File: config.mk
export PLATFORM = sky130hd
export DESIGN_NAME = imem_responder
export DESIGN_NICKNAME = d
export VERILOG_FILES = /design/src/rtl/imem_responder.sv
export SDC_FILE = /design/constraint.sdc
export NUM_CORES = 1
export LEC_CHECK = 0
export ABC_AREA = 1
export ABC_CLOCK_PERIOD_IN_PS = 3800
export CAP_MARGIN = 20
export CELL_PAD_IN_SITES_DETAIL_PLACEMENT = 1
export CELL_PAD_IN_SITES_GLOBAL_PLACEMENT = 1
export CORE_UTILIZATION = 37
export CTS_BUF_LIST = sky130_fd_sc_hd__clkbuf_4 sky130_fd_sc_hd__clkbuf_8
export CTS_CLUSTER_DIAMETER = 150
export DETAILED_ROUTE_END_ITERATION = 16
export HOLD_SLACK_MARGIN = 0.12
export MAX_ROUTING_LAYER = met4
export PLACE_DENSITY = 0.87
export SLEW_MARGIN = 20
export SYNTH_ARGS = -nofsm -noshare
export SYNTH_HDL_FRONTEND = slang
export SYNTH_SLANG_ARGS = --single-unit
File: constraint.sdc
create_clock -name clk_i -period 3.8 [get_ports clk_i]
set_clock_uncertainty 0.1 [all_clocks]
set_input_delay 1.14 -clock clk_i [delete_from_list [all_inputs] [get_ports clk_i]]
set_output_delay 1.14 -clock clk_i [all_outputs]
set_load 0.02 [all_outputs]
File: src/rtl/imem_responder.sv
// Instruction-fetch responder: accepts one fetch at a time, reads one or two
// words from a synchronous backing memory and returns a 32-bit instruction.
module imem_responder #(
    parameter int MEM_WORDS   = 4096,
    parameter int WAIT_CYCLES = 0
) (
    input  logic        clk_i,
    input  logic        rst_i,
    input  logic        req_i,
    input  logic [31:0] addr_i,
    input  logic        flush_i,
    output logic        gnt_o,
    output logic        rvalid_o,
    output logic [31:0] rdata_o,
    output logic        err_o,
    output logic        mem_req_o,
    output logic [29:0] mem_addr_o,
    input  logic [31:0] mem_rdata_i
);

    localparam logic [31:0] MEM_LIMIT = 32'(MEM_WORDS);
    localparam bit          HAS_WAIT  = (WAIT_CYCLES > 0);
    localparam logic [3:0]  WAIT_INIT = HAS_WAIT ? 4'(WAIT_CYCLES - 1) : 4'd0;

    typedef enum logic [1:0] {
        ST_IDLE,
        ST_WAIT,
        ST_RD_LO,
        ST_RD_HI
    } state_t;

    state_t      state_q, state_d;
    logic [3:0]  cnt_q, cnt_d;
    logic [31:0] addr_q, addr_d;
    logic        phase_q, phase_d;
    logic [15:0] hold_q, hold_d;
    logic        rvalid_q, rvalid_d;
    logic        err_q, err_d;
    logic [31:0] rdata_q, rdata_d;

    logic [31:0] idx_lo_ext;
    logic [31:0] idx_hi_ext;
    logic        lo_oob;
    logic        hi_oob;
    logic        fault;
    logic        deliver;
    logic [31:0] dword;

    // Range checks use the unwrapped sum so index 2^30-1 plus one faults.
    assign idx_lo_ext = {2'b00, addr_q[31:2]};
    assign idx_hi_ext = idx_lo_ext + 32'd1;
    assign lo_oob     = (idx_lo_ext >= MEM_LIMIT);
    assign hi_oob     = (idx_hi_ext >= MEM_LIMIT);

    always_comb begin
        state_d    = state_q;
        cnt_d      = cnt_q;
        addr_d     = addr_q;
        phase_d    = phase_q;
        hold_d     = hold_q;
        rvalid_d   = 1'b0;
        err_d      = err_q;
        rdata_d    = rdata_q;
        gnt_o      = 1'b0;
        mem_req_o  = 1'b0;
        mem_addr_o = '0;
        fault      = 1'b0;
        deliver    = 1'b0;
        dword      = '0;

        case (state_q)
            ST_IDLE: begin
                gnt_o = !flush_i;
                if (req_i && !flush_i) begin
                    addr_d = addr_i;
                    if (HAS_WAIT) begin
                        state_d = ST_WAIT;
                        cnt_d   = WAIT_INIT;
                    end else if (addr_i[0]) begin
                        fault = 1'b1;
                    end else begin
                        state_d = ST_RD_LO;
                        phase_d = 1'b0;
                    end
                end
            end
            ST_WAIT: begin
                if (flush_i) begin
                    state_d = ST_IDLE;
                end else if (cnt_q == 4'd0) begin
                    if (addr_q[0]) begin
                        fault = 1'b1;
                    end else begin
                        state_d = ST_RD_LO;
                        phase_d = 1'b0;
                    end
                end else begin
                    cnt_d = cnt_q - 4'd1;
                end
            end
            ST_RD_LO: begin
                if (flush_i) begin
                    state_d = ST_IDLE;
                end else if (!phase_q) begin
                    mem_req_o  = !lo_oob;
                    mem_addr_o = addr_q[31:2];
                    phase_d    = 1'b1;
                end else if (lo_oob) begin
                    fault = 1'b1;
                end else if (!addr_q[1]) begin
                    deliver = 1'b1;
                    dword   = mem_rdata_i;
                end else if (mem_rdata_i[17:16] != 2'b11) begin
                    deliver = 1'b1;
                    dword   = {16'h0000, mem_rdata_i[31:16]};
                end else begin
                    // Upper parcel is a 32-bit instruction: fetch the next word
                    // back-to-back while holding the first half.
                    hold_d     = mem_rdata_i[31:16];
                    mem_req_o  = !hi_oob;
                    mem_addr_o = idx_hi_ext[29:0];
                    state_d    = ST_RD_HI;
                end
            end
            ST_RD_HI: begin
                if (flush_i) begin
                    state_d = ST_IDLE;
                end else if (hi_oob) begin
                    fault = 1'b1;
                end else begin
                    deliver = 1'b1;
                    dword   = {mem_rdata_i[15:0], hold_q};
                end
            end
            default: state_d = ST_IDLE;
        endcase

        if (fault) begin
            rvalid_d = 1'b1;
            err_d    = 1'b1;
            rdata_d  = '0;
            state_d  = ST_IDLE;
        end
        if (deliver) begin
            rvalid_d = 1'b1;
            err_d    = 1'b0;
            rdata_d  = dword;
            state_d  = ST_IDLE;
        end

        if (rst_i) begin
            gnt_o      = 1'b0;
            mem_req_o  = 1'b0;
            mem_addr_o = '0;
        end
    end

    always_ff @(posedge clk_i) begin
        if (rst_i) begin
            state_q  <= ST_IDLE;
            cnt_q    <= '0;
            addr_q   <= '0;
            phase_q  <= 1'b0;
            hold_q   <= '0;
            rvalid_q <= 1'b0;
            err_q    <= 1'b0;
            rdata_q  <= '0;
        end else begin
            state_q  <= state_d;
            cnt_q    <= cnt_d;
            addr_q   <= addr_d;
            phase_q  <= phase_d;
            hold_q   <= hold_d;
            rvalid_q <= rvalid_d;
            err_q    <= err_d;
            rdata_q  <= rdata_d;
        end
    end

    assign rvalid_o = rvalid_q;
    assign err_o    = err_q;
    assign rdata_o  = rdata_q;

endmodule

# [After elaboration in Yosys (flattened, before gate mapping)]
# Cells that the tools add are included.
[op_classes] addsub=2 n_lt_le_gt_ge=2 eq_ne=17 muxes=66 n_bitwise=4 n_reduce_logical=15
[ops] cell="32-bit two-way mux" count=8
[ops] cell="30-bit two-way mux" count=7
[ops] cell="32-bit one-hot mux with 2 select lines" count=1
[ops] cell="1-bit two-way mux" count=34
[ops] cell="30-bit by 1-bit adder with 31-bit output, second input constant" count=1
[ops] cell="31-bit by 13-bit >= comparator with 1-bit output, second input constant" count=1
[ops] cell="30-bit by 13-bit >= comparator with 1-bit output, second input constant" count=1
[ops] cell="2-bit two-way mux" count=11
[ops] cell="3-bit != test, second input constant" count=6
[ops] cell="16-bit two-way mux" count=1
[ops] cell="2-bit != test, second input constant" count=8
[ops] cell="9-bit AND reduction" count=1
[ops] cell="2-bit one-hot mux with 4 select lines" count=1
[ops] cell="7-bit AND reduction" count=1
[ops] cell="6-bit AND reduction" count=1
[ops] cell="2-bit == test, second input constant" count=2
[ops] cell="4-bit logical NOT" count=1
[ops] cell="1-bit NOT" count=4
[ops] cell="1-bit one-hot mux with 4 select lines" count=1
[ops] cell="4-bit by 1-bit subtractor with 4-bit output, second input constant" count=1
[ops] cell="1-bit logical NOT" count=3
[ops] cell="1-bit one-hot mux with 3 select lines" count=1
[ops] cell="3-bit AND reduction" count=1
[ops] cell="3-bit nonzero test" count=1
[ops] cell="8 further kinds" count=8
[word_totals] regBits=89 in_bits=68 elab_cells=114

# [Depth between registers and ports, before layout]
[logic_depth] depth_word=10 ltp_mapped=18 ltp_nobuf=17

# [Worst setup path after synthesis]
# Ideal clock, no wire load.
[synth_timing] kind="input to output" startpoint="input mem_rdata_i[16]" endpoint="output mem_addr_o[11]" arrival_ns=2.312 required_time_ns=2.560 slack_ns=0.248 stages=7 n_path_buf=1 path_cell_list="nand2_1 -> nor2_1 -> nand2_1 -> nor2_1 -> clkbuf_1 -> a32oi_1 -> nor2_1"
[synth_between] elab_chain_cells=8
[synth_lines] element="start: declaration" line_no="18" source="input logic [31:0] mem_rdata_i"
[synth_lines] element="2-bit != test" line_no="113" source="end else if (mem_rdata_i[17:16] != 2'b11) begin"
[synth_lines] element="30-bit two-way mux" line_no="113"
[synth_lines] element="30-bit two-way mux" line_no="110" source="end else if (!addr_q[1]) begin"
[synth_lines] element="30-bit two-way mux" line_no="108" source="end else if (lo_oob) begin"
[synth_lines] element="30-bit two-way mux" line_no="104" source="end else if (!phase_q) begin"
[synth_lines] element="30-bit two-way mux" line_no="102" source="if (flush_i) begin"
[synth_lines] element="30-bit two-way mux" line_no="71" source="case (state_q)"
[synth_lines] element="30-bit two-way mux" line_no="151" source="if (rst_i) begin"
[synth_lines] element="end: declaration" line_no="17" source="output logic [29:0] mem_addr_o,"
# Every way passes these cells.

# [Worst setup path in the final report]
[layout_timing] startpoint="register addr_q[13]" endpoint="output mem_req_o"
[layout_between] elab_chain_cells=10 word_cells_on_any_way=12 cone_classes="1 x add/sub; 2 x order compare; 7 x mux; 2 x reduce/logical"
[layout_lines] element="start: declaration" line_no="34" source="logic [31:0] addr_q, addr_d;"
[layout_lines] element="start signal: assignment" line_no="171" source="addr_q <= addr_d;"
[layout_lines] element="30-bit by 1-bit adder with 31-bit output" line_no="51" source="assign idx_hi_ext = idx_lo_ext + 32'd1;"
[layout_lines] element="31-bit by 13-bit >= comparator with 1-bit output" line_no="53" source="assign hi_oob = (idx_hi_ext >= MEM_LIMIT);"
[layout_lines] element="1-bit logical NOT" line_no="120" source="mem_req_o = !hi_oob;"
[layout_lines] element="1-bit two-way mux" line_no="113"
[layout_lines] element="1-bit two-way mux" line_no="110"
[layout_lines] element="1-bit two-way mux" line_no="108"
[layout_lines] element="1-bit two-way mux (*)" line_no="104"
[layout_lines] element="1-bit two-way mux (*)" line_no="102"
[layout_lines] element="1-bit two-way mux (*)" line_no="71"
[layout_lines] element="1-bit two-way mux (*)" line_no="151"
[layout_lines] element="end: declaration" line_no="16" source="output logic mem_req_o,"
# Every way passes the cells marked *; elsewhere a longest branch is shown, timed or not.

==> impl_metrics.env <==
export IMPL_status="finished, final reports clean"
export IMPL_leakage_nw=3.06
export IMPL_final_period_utilization_pct=99.7
export IMPL_finalHoldWorstSlack_ps=368
export IMPL_clock_path_buffers=2
export IMPL_maximum_number_of_pins_on_one_net_before_global_route_repair=56
export IMPL_syn_mean_instance_area_um2=6.50
export IMPL_synth_seq_cells=89
export IMPL_reg2reg_slack_ps=450
export IMPL_place_inst=1109
export IMPL_endpoint_kind="output port"
export IMPL_grt_antenna_before_repair=0
export IMPL_antenna_violating_nets_post_route=0
export IMPL_drt_first_iter_violations=451
export IMPL_netlist_top_cell_by_area="sky130_fd_sc_hd__dfxtp_1"
export IMPL_post_dp_hpwl_um=15400
export IMPL_clock_tree_root_cell="sky130_fd_sc_hd__clkbuf_8"
export IMPL_finalWirelength_um=24300
export IMPL_worst_skew_pair_late_latency_ps=390
export IMPL_areaGrowthSynthToFinish_pct=58.0
export IMPL_num_nets_final=1047
export IMPL_wire_length_of_the_first_global_routing_pass_um=35600
export IMPL_synth_fp_nets=819
export IMPL_critical_path_startpoint_type="register"
export IMPL_critical_path_arrival_ps=2550
export IMPL_power_density_mw_per_mm2=295
export IMPL_ir_worst_vdd_v=0.000325
export IMPL_design_portCount=134
export IMPL_clk_pin_slew_worst_paths_ps=100
export IMPL_drtPass1Iterations=7
export IMPL_maxcap_violations=0
export IMPL_worst_ep_required_time_ps=2560
export IMPL_worst_path_max_fanout=3
export IMPL_final_max_slew_violation_count=0
export IMPL_maxClockFrequency_ghz=0.264
export IMPL_routedWlPerCell_um=21.1
export IMPL_die_x_um=117
export IMPL_finalHoldViolCount=0
export IMPL_finalWeightedCongestion=0.897
export IMPL_synth_yosys_warnings=0
export IMPL_insertedDiodeCount=0
export IMPL_synth_distinct_cells=31
export IMPL_fillers=1646
export IMPL_vert_die_dim_um=117
export IMPL_grt_overflow_total=0
export IMPL_timing_hold_worst_class="reg -> reg"
export IMPL_slew_of_the_pin_with_the_lowest_slew_margin_ps=844
export IMPL_fin_total_pwr_w=0.00227
export IMPL_grt_setup_unrepaired="yes"
export IMPL_detailroute_via_count=6428
export IMPL_synthTopCellsByArea="sky130_fd_sc_hd__dfxtp_1 37%, sky130_fd_sc_hd__nand2_1 12%, sky130_fd_sc_hd__a21oi_1 9.9%"
export IMPL_gr_usage_all_layers_pct=36.1
export IMPL_post_route_drc_count=0
export IMPL_placeableCoreArea_mm2=0.0127
export IMPL_synth_cell_area_mm2=0.00486
export IMPL_clock_tree_from_tritoncts="done"
export IMPL_finalSetupTns_ps=0
export IMPL_h_tree_depth=3
export IMPL_timing_slew_headroom_pct=43.6
export IMPL_cts_inserted_buffers=9
export IMPL_layout_drive_gt1_share_pct=28.6
export IMPL_postSynthCellCount=748
export IMPL_final_cell_count_no_fill=1153
export IMPL_initial_core_util_pct=38.2
export IMPL_cp_class="reg -> out"
export IMPL_ys_seq_area_share_pct=36.7
export IMPL_number_of_global_route_vias_before_repair=6846
export IMPL_netlist_area_leader_share_pct=36.7
export IMPL_report_final_setup_viol=0
export IMPL_avgViaCountPerCell=5.58
export IMPL_rows=41
export IMPL_buffer_ports_inserted=133
export IMPL_clock_sinks=89
export IMPL_die_area_mm2=0.0136
export IMPL_fin_crit_ps=3790
## synthesized netlist by cell type, drive strengths merged
library cell    n
xor2           11
nand2         161
a21oi          96
buf             8
clkinv          2
a211oi          9
a31o            1
nor3b           1
nor2          136
a22oi          22
a221oi          1
o31ai           3
nor3           23
ha              3
clkbuf         27
inv            66
nand3          30
dfxtp          89
o21a            1
nor4            4
a32oi           5
o21ai          46
nand4           3
## where the power goes
| part | internal, W | switching [W] |
|---|---|---|
| Clock | 0.000401 | 0.000403 |
| Combinational | 0.000201 | 0.000255 |
| Sequential | 0.000966 | 0.0000401 |
| Total | 0.00157 | 0.000698 |
## per-stage QoR
step / util (%) / area (µm²) / setup WS, ps
finish: 60.3 / 7680 / 11.9
global placement: 54.5 / 6940 / -549
CTS: 58.7 / 7470 / -35.6
detailed placement: 54.5 / 6940 / -615
floorplan: - / 4860 / 248
global route: 60.3 / 7680 / -127
## critical path, stage by stage (launching register included)
cell,delay [ps]
sky130_fd_sc_hd__dfxtp_1,390
sky130_fd_sc_hd__nand2_1,130
sky130_fd_sc_hd__nor2_2,170
sky130_fd_sc_hd__nand2_2,120
sky130_fd_sc_hd__nor2_4,150
sky130_fd_sc_hd__nand2_1,80
sky130_fd_sc_hd__nand2_1,60
sky130_fd_sc_hd__nand2_1,50
sky130_fd_sc_hd__nor2_1,130
sky130_fd_sc_hd__nand2_2,90
sky130_fd_sc_hd__nor2_4,170
sky130_fd_sc_hd__nand3_4,110
sky130_fd_sc_hd__o21ai_2,130
sky130_fd_sc_hd__nand2_1,80
sky130_fd_sc_hd__nor2_2,140
sky130_fd_sc_hd__buf_6,140
## what timing repair did
action / in CTS / in global routing
pin swaps: 23 / 18
hold buffers: 0 / 0
buffers inserted: 25 / 2
resized for setup: 223 / 64
endpoints found under the setup margin: 31 / 26
endpoints found under the hold margin: 0 / 0
cloned: 1 / 0
## metal layers
| metal | vias to the layer above | GRT usage (%) | share of wire [%] |
|---|---|---|---|
| li1 | 2921 | - | - |
| met1 | 3180 | 38.8 | 40 |
| met2 | 255 | 64.1 | 52 |
| met3 | 72 | 6.12 | 4.5 |
| met4 | 0 | 18.0 | 3.6 |
| met5 | - | - | 0 |
## cells in the final DEF (no fill, tap or decap), types with 4 or more instances in the layout
cell                              synthesis  final
sky130_fd_sc_hd__nor2_2                   7     23
sky130_fd_sc_hd__nand2_1                158    144
sky130_fd_sc_hd__inv_2                    1      5
sky130_fd_sc_hd__a211oi_1                 9      9
sky130_fd_sc_hd__o21ai_0                 46     44
sky130_fd_sc_hd__nand2_2                  3     14
sky130_fd_sc_hd__dfxtp_2                  0     19
sky130_fd_sc_hd__nor3_1                  22     11
sky130_fd_sc_hd__inv_1                   65     61
sky130_fd_sc_hd__buf_6                    3      4
sky130_fd_sc_hd__nand3_1                 28     21
sky130_fd_sc_hd__dfxtp_1                 89     67
sky130_fd_sc_hd__nor2_4                   3     21
sky130_fd_sc_hd__xor2_1                  11     11
sky130_fd_sc_hd__a32oi_1                  5      5
sky130_fd_sc_hd__a21oi_1                 96     96
sky130_fd_sc_hd__nor2_1                 126     92
sky130_fd_sc_hd__buf_2                    4     18
sky130_fd_sc_hd__clkbuf_8                 0     10
sky130_fd_sc_hd__nand3_2                  2      7
sky130_fd_sc_hd__clkdlybuf4s50_1          0     97
sky130_fd_sc_hd__a22oi_1                 22     21
sky130_fd_sc_hd__buf_4                    0    128
sky130_fd_sc_hd__nor3_2                   1     11
## flip-flops by register name (all words and copies together), names as in the netlist
| register | count |
|---|---|
| err_o | 1 |
| rvalid_o | 1 |
| cnt_q | 4 |
| phase_q | 1 |
| addr_q | 32 |
| hold_q | 16 |
| state_q | 2 |
| rdata_o | 32 |
## path summary, 6_finish.rpt
check	start	endpoint	depth (start not counted)
setup / recovery	addr_q[13]	mem_req_o	15
hold / removal	hold_q[10]	hold_q[10]	2
setup reg to reg	addr_q[13]	rdata_o[22]	18
hold reg to reg	hold_q[10]	hold_q[10]	2
## cell families after synthesis
| kind of cell | Yosys count | synth area share [%] |
|---|---|---|
| AOI/OAI and AO/OA | 184 | 21.3 |
| xor gates and xnor gates | 11 | 1.98 |
| adders and majority gates | 3 | 0.773 |
| buffers and inverters | 103 | 8.52 |
| DFF | 89 | 36.7 |
| and+or+nand+nor | 358 | 30.7 |
## layout make-up
class / count / area, µm² / share of cell area, %
inverters: 68 / 255 / 3.33
clock inverters: 5 / 86.3 / 1.12
clock buffers: 11 / 145 / 1.89
well taps: 172 / 215 / 2.80
multi-input cells: 556 / 3030 / 39.4
repair buffers: 252 / 2130 / 27.8
flip-flops and latches: 89 / 1820 / 23.7
Note: power is estimated with default switching activity, not from simulation.
